<file path="src/rtl/lcm_gcd_engine.sv">
// Iterative LCM/GCD engine on unsigned W-bit operands. LCM uses repeated addition
// and GCD uses repeated subtraction; the step count is reported alongside the result.
module lcm_gcd_engine #(
    parameter int W = 4
) (
    input  logic           clk,
    input  logic           rst,
    input  logic           go_i,
    input  logic           mode_i,
    input  logic           abort_i,
    input  logic [W-1:0]   x_i,
    input  logic [W-1:0]   y_i,
    output logic [2*W-1:0] d_o,
    output logic           done_o,
    output logic           err_o,
    output logic           busy_o,
    output logic [W:0]     iter_o,
    output logic           dbg_state_o
);

    typedef enum logic {
        IDLE = 1'b0,
        RUN  = 1'b1
    } state_t;

    state_t         state;
    logic [2*W-1:0] a;
    logic [2*W-1:0] b;
    logic [W-1:0]   x0;
    logic [W-1:0]   y0;
    logic           mode_q;
    logic [W:0]     step;

    // Handshake: a request (go_i with mode_i, x_i, y_i) is taken only while busy_o
    // is low; one done_o pulse answers it unless abort_i or reset cancels the run.
    assign busy_o      = (state == RUN);
    assign dbg_state_o = state;

    always_ff @(posedge clk or negedge rst) begin
        if (!rst) begin
            state  <= IDLE;
            a      <= '0;
            b      <= '0;
            x0     <= '0;
            y0     <= '0;
            mode_q <= 1'b0;
            step   <= '0;
            d_o    <= '0;
            iter_o <= '0;
            done_o <= 1'b0;
            err_o  <= 1'b0;
        end else begin
            done_o <= 1'b0;
            case (state)
                IDLE: begin
                    if (go_i) begin
                        a      <= {{W{1'b0}}, x_i};
                        b      <= {{W{1'b0}}, y_i};
                        x0     <= x_i;
                        y0     <= y_i;
                        mode_q <= mode_i;
                        // A zero operand has no meaningful result; answer at once.
                        if (x_i == '0 || y_i == '0) begin
                            d_o    <= '0;
                            iter_o <= '0;
                            err_o  <= 1'b1;
                            done_o <= 1'b1;
                        end else begin
                            step  <= '0;
                            err_o <= 1'b0;
                            state <= RUN;
                        end
                    end
                end
                RUN: begin
                    if (abort_i) begin
                        state <= IDLE;
                    end else if (a == b) begin
                        d_o    <= a;
                        iter_o <= step;
                        done_o <= 1'b1;
                        state  <= IDLE;
                    end else begin
                        step <= step + 1'b1;
                        if (!mode_q) begin
                            // LCM: advance the smaller multiple by its base operand.
                            if (a < b) a <= a + {{W{1'b0}}, x0};
                            else       b <= b + {{W{1'b0}}, y0};
                        end else begin
                            if (a > b) a <= a - b;
                            else       b <= b - a;
                        end
                    end
                end
                default: state <= IDLE;
            endcase
        end
    end

endmodule

</file>
<file path="config.mk">
export PLATFORM = sky130hd
export DESIGN_NAME = lcm_gcd_engine
export DESIGN_NICKNAME = d
export VERILOG_FILES = /design/src/rtl/lcm_gcd_engine.sv
export SDC_FILE = /design/constraint.sdc
export NUM_CORES = 1
export LEC_CHECK = 0
export BUFFER_PORTS_ARGS = -buffer_cell sky130_fd_sc_hd__buf_2
export CAP_MARGIN = 20
export CORE_MARGIN = 8
export CORE_UTILIZATION = 40
export DETAILED_ROUTE_END_ITERATION = 16
export GPL_ROUTABILITY_DRIVEN = 0
export PLACE_DENSITY = 0.59
export REMOVE_ABC_BUFFERS = 1
export SETUP_SLACK_MARGIN = 0.4
export SLEW_MARGIN = 20
export SYNTH_ARGS = -nofsm -noshare
export SYNTH_HDL_FRONTEND = slang
export SYNTH_SLANG_ARGS = --single-unit
</file>
<file path="constraint.sdc">
create_clock -name clk -period 4.4 [get_ports clk]
set_input_delay 1.32 -clock clk [delete_from_list [all_inputs] [get_ports clk]]
set_output_delay 1.32 -clock clk [all_outputs]
set_load 0.02 [all_outputs]
</file>
# After elaboration in Yosys (flattened, before gate mapping)
# Index checks and enable logic that the tools add are counted.
dict set report word_totals {
  reg_bits 46
  out_inout_bits 17
}
dict set report op_classes {
  n_lt_le_gt_ge 2
  n_mux 39
  eq_ne 11
  add_sub_neg 5
  bitwise 1
  n_reduce_logical 8
}
# cell count
set ops {}
lappend ops {{$mux W8} 16}
lappend ops {{$pmux W8 S2} 3}
lappend ops {{$mux W5} 8}
lappend ops {{$pmux W5 S2} 2}
lappend ops {{$add A8 B4 Y8} 2}
lappend ops {{$sub A8 B8 Y8} 2}
lappend ops {{$ne A2 B2 Y1 const B} 5}
lappend ops {{$reduce_and A5 Y1} 2}
lappend ops {{$eq A8 B8 Y1} 1}
lappend ops {{$gt A8 B8 Y1} 1}
lappend ops {{$logic_not A4 Y1} 2}
lappend ops {{$lt A8 B8 Y1} 1}
lappend ops {{$mux W1} 8}
lappend ops {{$reduce_and A4 Y1} 2}
lappend ops {{$ne A3 B3 Y1 const B} 2}
lappend ops {{$add A5 B1 Y5 const B} 1}
lappend ops {{$pmux W1 S2} 2}
lappend ops {{$ne A3 B1 Y1 const B} 1}
lappend ops {{$ne A3 B2 Y1 const B} 1}
lappend ops {{$ne A2 B1 Y1 const B} 1}
lappend ops {{$reduce_and A2 Y1} 1}
lappend ops {{$logic_or A1 B1 Y1} 1}
lappend ops {{$not A1 Y1} 1}

# Depth between registers and ports, before layout
dict set report logic_depth {
  depth_word 6
  mapped_depth 12
  ltp_nobuf 12
}

# Worst setup path after synthesis
# No wires, ideal clock.
dict set report synth_timing {
  kind {reg-to-reg}
  from {register mode_q}
  to {register b[7]}
  synth_period_minus_slack_ns 2.783
  path_buffers 2
  path_slack_ns 1.617
  t_arrival_ns 2.683
  stages_incl_launch_ff 12
  t_required_ns 4.299
  path_cell_list {dfrtp_1 > clkbuf_1 > buf_1 > mux2_2 > inv_1 > ha_1 > nor2b_1 > o2111ai_1 > nand3_1 > and3_1 > or3_1 > o311ai_2}
}
dict set report synth_via {
  elab_chain_cells 4
  elab_cells_between_ends 7
}
# element line
set synth_lines {}
lappend synth_lines {{from (decl)} 31} ;# logic mode_q;
lappend synth_lines {{from (signal assigned)} 61} ;# mode_q <= mode_i;
lappend synth_lines {{$mux W8} 85} ;# if (!mode_q) begin
lappend synth_lines {{$mux W8} 78} ;# end else if (a == b) begin
lappend synth_lines {{$mux W8} 76} ;# if (abort_i) begin
lappend synth_lines {{$pmux W8 S2} 54} ;# case (state)
lappend synth_lines {{to (signal assigned)} 58} ;# b <= {{W{1'b0}}, y_i};
lappend synth_lines {{to (signal assigned)} 88} ;# else b <= b + {{W{1'b0}}, y0};
lappend synth_lines {{to (signal assigned)} 91} ;# else b <= b - a;
lappend synth_lines {{to (decl)} 28} ;# logic [2*W-1:0] b;
# Several ways; a longest one is shown, not always the timed one. The select of a mux whose other input is x is not followed.
# A chain may end at the register's enable or synchronous reset.

# Worst setup path in the final report
# Same ends and word-level chain as after synthesis.

==> impl_metrics.tcl <==
set metrics [dict create \
    status "finished clean" \
    vias 2498 \
    fin_tns_setup_ns 0 \
    routed_wirelength_mm 7.15 \
    cts-root-buf "clkbuf_8" \
    track_usage_pct 14.1 \
    p_per_area_nw_per_um2 779 \
    synth-warning-count 0 \
    grt_pass1_vias 2474 \
    design.portCount 30 \
    setup_viol 0 \
    fin_skew_ns 0.0108 \
    firstDrtPassIters 6 \
    regArea_um2 1150 \
    insertion_delay_ns 0.30 \
    clk_pin_slew_ns 0.09 \
    ys_ff_latch 46 \
    ctsHoldBuffers 0 \
    hp-class "reg -> reg" \
    clockBufferDepth 2 \
    end_kind "register" \
    synth_top_area_cell "dfrtp_1" \
    cts_tree "done" \
    postLayoutSetupSlackWorst_ns 1.34 \
    pre_cts_slack_ns 1.34 \
    cts_resized 0 \
    initial_core_util_pct 40.3 \
    netlist_top_cells_area "dfrtp_1, ha_1, nand2_1" \
    grt_first_pass_wirelength_mm 11.8 \
    grt_start_max_net_pins 47 \
    relSlewSlack_pct 54.1 \
    avgSynthCellArea_um2 8.77 \
    n_fill_cell 760 \
    die_w_um 103 \
    p_leak_nw 1.59 \
    finalNetCount 412 \
    drtAntennaViolNets 0 \
    crit_required_ns 4.61 \
    maxCapViolCount 0 \
    tightest_slew_ns 0.688 \
    diodes 0 \
    hold_viol 0 \
    power_mw 2.65 \
    dieArea_um2 10700 \
    vdd_drop_max_mv 0.353 \
    synthArstFlopShare_pct 100 \
    cts.sinks 46 \
    rsz0062_at_grt "no" \
    rows 32 \
    crit_start "mode_q" \
    drc 0 \
    period_minus_slack_ns 3.06 \
    drtIter0Drc 106 \
    htree_levels 2 \
    dpl.hpwl_mm 5.48 \
    path_class "reg -> reg" \
    syn_area_um2 3050 \
    r2r_setup_slack_ns 1.34 \
    fmax_mhz 327 \
    final_max_slew_viol_count 0 \
    antenna_found_initial 0 \
    viasPerCell 5.24 \
    io_buffers 29 \
    die_y_um 103 \
    synth_common_cells "nand2_1, dfrtp_1, o21ai_0" \
    numCtsBuffers 5 \
    syn_to_final_growth_pct 11.4 \
    synth_edf_count 0 \
    finalCritPeriodShare_pct 69.6 \
    syn-instance-count 348 \
    ys_types 60 \
    ys_seq_area_share_pct 37.7 \
    synth_top_area_share_pct 37.7 \
    min_from "d_o[3]" \
    cp_max_fo 20 \
    synth_ff_type "dfrtp_1" \
    worstReg2RegStart "mode_q" \
    wire_per_inst_um 15.0 \
    yosysMostFrequentCell "nand2_1" \
    layout-drive-gt1-share_pct 14.1 \
    cp-start-kind "register" \
    design.core.area_um2 7570 \
    post-cts-setup-buffers 0 \
    overflow 0 \
    multiInputGateArea_um2 1740 \
    cp_data_arrival_time_ns 3.27 \
]
-- kinds of logic after synthesis --
family | after synthesis | share of synthesized area, %
AOI/OAI and AO/OA | 90 | 20.4
xor gates and xnor gates | 11 | 3.16
adders and majority gates | 25 | 11.0
buffers and inverters | 39 | 5.17
DFF | 46 | 37.7
muxes | 10 | 3.40
and+or+nand+nor | 127 | 19.2
-- final cells by class --
type / instances / share of cell area [%]
timing repair buffer: 32 / 5.01
inverter: 26 / 2.87
sequential: 46 / 33.9
clock inverter: 2 / 1.10
multi-input combinational: 263 / 51.3
clock buffer: 6 / 2.13
tap: 102 / 3.75
-- power breakdown --
part           switching, mW  total (mW)  internal [mW]
registers              0.175       0.741          0.566
logic                  0.906        1.59          0.682
clock network          0.150       0.320          0.170
-- placed cells by master (no fill, tap or decap), types with 2 or more instances in the layout --
cell type  count
a211oi_1       3
o21ai_0       29
nor2_1        21
fa_1           3
and3_1         2
nor3_1         8
a21oi_1       12
ha_1          22
o211ai_1       2
buf_2         28
or3_1          4
nand2b_1       2
o21a_1         4
a21o_1         2
a31oi_1        2
nor2b_1        6
nand2_1       66
o41ai_1        4
o31ai_1        4
mux2_1         2
inv_1         25
clkbuf_8       5
nand4_1        3
nand3_1        6
dfrtp_1       46
mux2i_1        7
o221ai_1       2
xnor2_1        4
buf_4          4
o21ai_1        8
xor2_1         7
-- sequential cells by signal, summed over array words and instances (netlist names), 4 cells and up --
register / count
step: 5
iter_o: 5
d_o: 8
a: 8
y0: 4
b: 8
x0: 4
-- worst max-delay path, cell delays in order (launching register included) --
cell and delay, ns:
dfrtp_1 0.64, or4b_2 0.76, o21ai_0 0.11, ha_1 0.30
and3_1 0.18, a21oi_1 0.15, nand3_1 0.12, and3_1 0.17
or3_1 0.32, o311ai_2 0.22
-- per-stage QoR --
step | cells | util (%) | hold slack (ns) | cell area (µm²)
global route | 477 | 44.9 | 0.514 | 3400
finish | 477 | 44.9 | 0.478 | 3400
global placement | 469 | 43.4 | 0.457 | 3290
detailed placement | 469 | 43.4 | 0.465 | 3290
CTS | 477 | 44.9 | 0.486 | 3400
floorplan | 335 | - | 0.450 | 2990
-- worst paths after layout --
check	endpoint	cells after the start
worst max register to register	b[7]	9
worst min register to register	d_o[3]	2
worst max-delay path	b[7]	9
worst min-delay path	d_o[3]	2
min in group asynchronous	d_o[5]	1
max in group asynchronous	b[0]	1
-- metal layers --
layer  global-route usage [%]  vias up  wire length, µm
met3                     2.34        4              336
li1                         -     1271                -
met1                     18.8     1167             3480
met4                     3.89        0               59
met2                     23.0       56             3270
met5                        0        -                0
Power figures use the tool's default switching activity.
